==> src/rtl/immediate_mux.sv <==
// Immediate-operand selector: picks one of the pre-extended J/U/B/S/I immediates
// by imm_type and registers it, together with a flag for reserved select codes.
module immediate_mux #(
  parameter int unsigned XLEN = 32
) (
  input  logic            clk,
  input  logic            rst,
  input  logic [2:0]      imm_type,
  input  logic [XLEN-1:0] imm_J,
  input  logic [XLEN-1:0] imm_U,
  input  logic [XLEN-1:0] imm_B,
  input  logic [XLEN-1:0] imm_S,
  input  logic [XLEN-1:0] imm_I,
  output logic [XLEN-1:0] imm,
  output logic            imm_illegal
);

  typedef enum logic [2:0] {
    IMM_J = 3'b000,
    IMM_U = 3'b001,
    IMM_B = 3'b010,
    IMM_S = 3'b011,
    IMM_I = 3'b100
  } imm_fmt_e;

  logic [XLEN-1:0] imm_d, imm_q;
  logic            illegal_d, illegal_q;

  // Reserved codes and any X/Z on imm_type fall through to the default arm.
  always_comb begin
    imm_d     = '0;
    illegal_d = 1'b0;
    case (imm_type)
      IMM_J:   imm_d = imm_J;
      IMM_U:   imm_d = imm_U;
      IMM_B:   imm_d = imm_B;
      IMM_S:   imm_d = imm_S;
      IMM_I:   imm_d = imm_I;
      default: begin
        imm_d     = '0;
        illegal_d = 1'b1;
      end
    endcase
  end

  always_ff @(posedge clk or posedge rst) begin
    if (rst) begin
      imm_q     <= '0;
      illegal_q <= 1'b0;
    end else begin
      imm_q     <= imm_d;
      illegal_q <= illegal_d;
    end
  end

  assign imm         = imm_q;
  assign imm_illegal = illegal_q;

endmodule

==> config.mk <==
export PLATFORM = sky130hd
export DESIGN_NAME = immediate_mux
export DESIGN_NICKNAME = d
export VERILOG_FILES = /design/src/rtl/immediate_mux.sv
export SDC_FILE = /design/constraint.sdc
export NUM_CORES = 1
export LEC_CHECK = 0
export ABC_CLOCK_PERIOD_IN_PS = 2600
export CAP_MARGIN = 20
export CORE_AREA = 3 3 83 85
export CTS_BUF_LIST = sky130_fd_sc_hd__clkbuf_8 sky130_fd_sc_hd__clkbuf_16
export DETAILED_ROUTE_END_ITERATION = 10
export DIE_AREA = 0 0 86 88
export PLACE_DENSITY = 0.82
export SYNTH_ARGS = -nofsm -noshare
export SYNTH_HDL_FRONTEND = slang
export SYNTH_SLANG_ARGS = --single-unit
==> constraint.sdc <==
create_clock -name clk -period 2.6 [get_ports clk]
set_input_delay 0.52 -clock clk [delete_from_list [all_inputs] [get_ports clk]]
set_output_delay 0.52 -clock clk [all_outputs]
set_load 0.02 [all_outputs]
==> results.toml <==
[outcome]
outcome = "finished, final reports clean"

[sta]
min_period_ps = 2150
hold_violations = 0
worst_hold_slack_ps = 647
fmax_mhz = 464
slew_viol_final = 0
grt_setup_unrepaired = "false"
slew_headroom_pct = 57.6
tightest_slew_ps = 633
finalSetupTns_ps = 0
fin_crit_sh_pct = 82.9
setup_viol = 0

[floorplanning]
die_w_um = 86
start_util_pct = 30.3
rows = 29
fp.dieH_um = 88
core-area_um2 = 6280
die-area_um2 = 7570
ios = 198

[logic_synthesis]
netlist_instances = 156
syn_area_per_cell_um2 = 12.2
yosys_warnings = 0
syn_area_um2 = 1900
syn-num-nets = 321
yosys_register_bits = 33
synth_cell_types = 19
yosysSeqAreaShare_pct = 43.4

[route]
num_vias = 2158
wl_met1_mm = 2.72
drc = 0
route.met2.wl_mm = 4.25
dr.max_layer_used = "met4"
ant_nets = 0
post_drt_wl_per_cell_um = 17.8
postRouteWirelength_mm = 7.64
drt-pass1-iter-count = 4
vias_per_cell = 5.03
route.met3.wl_um = 645
drt-initial-drc-count = 54

[setup_path]
critical_path_arrival_ps = 2370
critPathMaxFanout = 18
cp_top_family = "buffers and inverters"
slowest_delay_ps = 600
start_kind = "input port"
cp_num_buf_inv = 2
slowest_stage = "clkdlybuf4s50_1"
cp.required_ps = 2820
end_kind = "register"
crit_type = "input port to register"
path_cells = "clkdlybuf4s50_1 -> nor3b_4 -> buf_4 -> o2bb2ai_1 -> a221o_1"

[clock_tree]
hold_buffers = 0
post-cts-setup-buffer-count = 0
path_clk_slew_ps = 70
max-clock-path-buffers = 2
cts_resized = 0
cts_made_buffers = 5
htreeDepth = 2
cts.sinks = 33
root_buffer = "clkbuf_8"
cts_tree = "done"

[worst_hold_path]
min_path_type = "input port to async pin"

[cells_and_area]
areaGrowthSynthToFinish_pct = 112
layout-drive-gt1-share_pct = 5.97
multi_input_area_um2 = 992
layout.cells.non_filler = 429
final_cell_mix = "196 x clkdlybuf4s50_1, 33 x dfrtp_1, 31 x mux2i_1, 31 x o2bb2ai_1, 31 x a221o_1"
layout.nets = 516
ff_latch_area_um2 = 826
diodes = 0
fill_cells = 534
final_util_pct = 64.2
layout_commonest_cell = "clkdlybuf4s50_1"

[placed_design]
place_hpwl_mm = 6.25
dp_cells = 421
gp_congestion = 0.788
portBuffers = 197

[grt]
grt_max_degree = 34
grt_pass1_vias = 2346
antenna_found_initial = 0
grt-ovfl-total = 0
grt_usage_pct = 19.8
grt_pass1_wl_mm = 11.6

[pwr]
power_density_nw_per_um2 = 380
p_leak_nw = 1.64
ir_worst_vdd_mv = 0.218

[job]
max_cap_violations = 0
[tightest hold or removal path, delay by kind of cell]
kind / cells / cell delay [ps]
buf+inv: 3 / 820
[metal layers]
| layer | track usage, % | vias to the layer above |
|---|---|---|
| li1 | - | 1049 |
| met1 | 21.4 | 999 |
| met2 | 38.3 | 108 |
| met3 | 5.46 | 2 |
| met4 | 4.17 | 0 |
| met5 | 0 | - |
[state kept, by name, indices dropped and copies added, names as in the netlist]
register and flops:
imm 32, imm_illegal 1
[layout make-up]
type / count / area share [%]
clock buffers: 5 / 1.71
clock inverters: 3 / 0.435
inverters: 1 / 0.0931
multi-input cells: 105 / 24.6
flip-flops and latches: 33 / 20.5
well taps: 77 / 2.39
repair buffers: 205 / 50.3
[per-stage QoR]
| stage | cell area [um2] | total power [mW] | worst slack (ps) |
|---|---|---|---|
| finish | 4030 | 1.53 | 445 |
| global route | 4030 | 1.62 | 325 |
| CTS | 4030 | 1.56 | 432 |
| detailed placement | 3950 | 1.18 | 126 |
| global placement | 3950 | 1.17 | 237 |
| floorplan | 1900 | 0.791 | 1080 |
[synthesized netlist by cell type]
| cell type | count | share of area (%) |
|---|---|---|
| nand2b_1 | 1 | 0.33 |
| nor3b_1 | 1 | 0.39 |
| o22ai_1 | 1 | 0.33 |
| buf_6 | 1 | 0.59 |
| nor2b_1 | 2 | 0.66 |
| inv_1 | 1 | 0.20 |
| a221o_1 | 31 | 16 |
| mux2i_1 | 31 | 16 |
| buf_2 | 14 | 3.7 |
| o2bb2ai_1 | 31 | 14 |
| dfrtp_1 | 33 | 43 |
| nor3b_2 | 1 | 0.66 |
| a2bb2oi_1 | 1 | 0.46 |
| nor3_1 | 1 | 0.26 |
| mux2_2 | 1 | 0.59 |
| buf_4 | 2 | 0.79 |
| nand2_1 | 1 | 0.20 |
| o21a_1 | 1 | 0.39 |
| a21oi_1 | 1 | 0.26 |
[cells by family after synthesis]
family                 share of synthesized area [%]
DFF                                             43.4
muxes                                           16.9
and+or+nand+nor                                 2.50
buffers and inverters                           5.26
AOI/OAI and AO/OA                               32.0
[path summary, 6_finish.rpt]
| path | cells past startpoint | end | slack (ps) | startpoint |
|---|---|---|---|---|
| max | 5 | imm[18]$_DFF_PP0_ | 450 | imm_type[2] |
| min | 3 | imm[12]$_DFF_PP0_ | 650 | rst |
| max in group asynchronous | 3 | imm[30]$_DFF_PP0_ | 1650 | rst |
| min in group clk | 4 | imm[23]$_DFF_PP0_ | 760 | imm_type[1] |
[power breakdown]
part           switching [mW]  internal (mW)  total (mW)  leakage [nW]
clock network           0.188          0.185       0.372        0.0439
logic                   0.211          0.376       0.587          1.17
registers              0.0131          0.561       0.574         0.420
(Power assumes the default switching activity.)
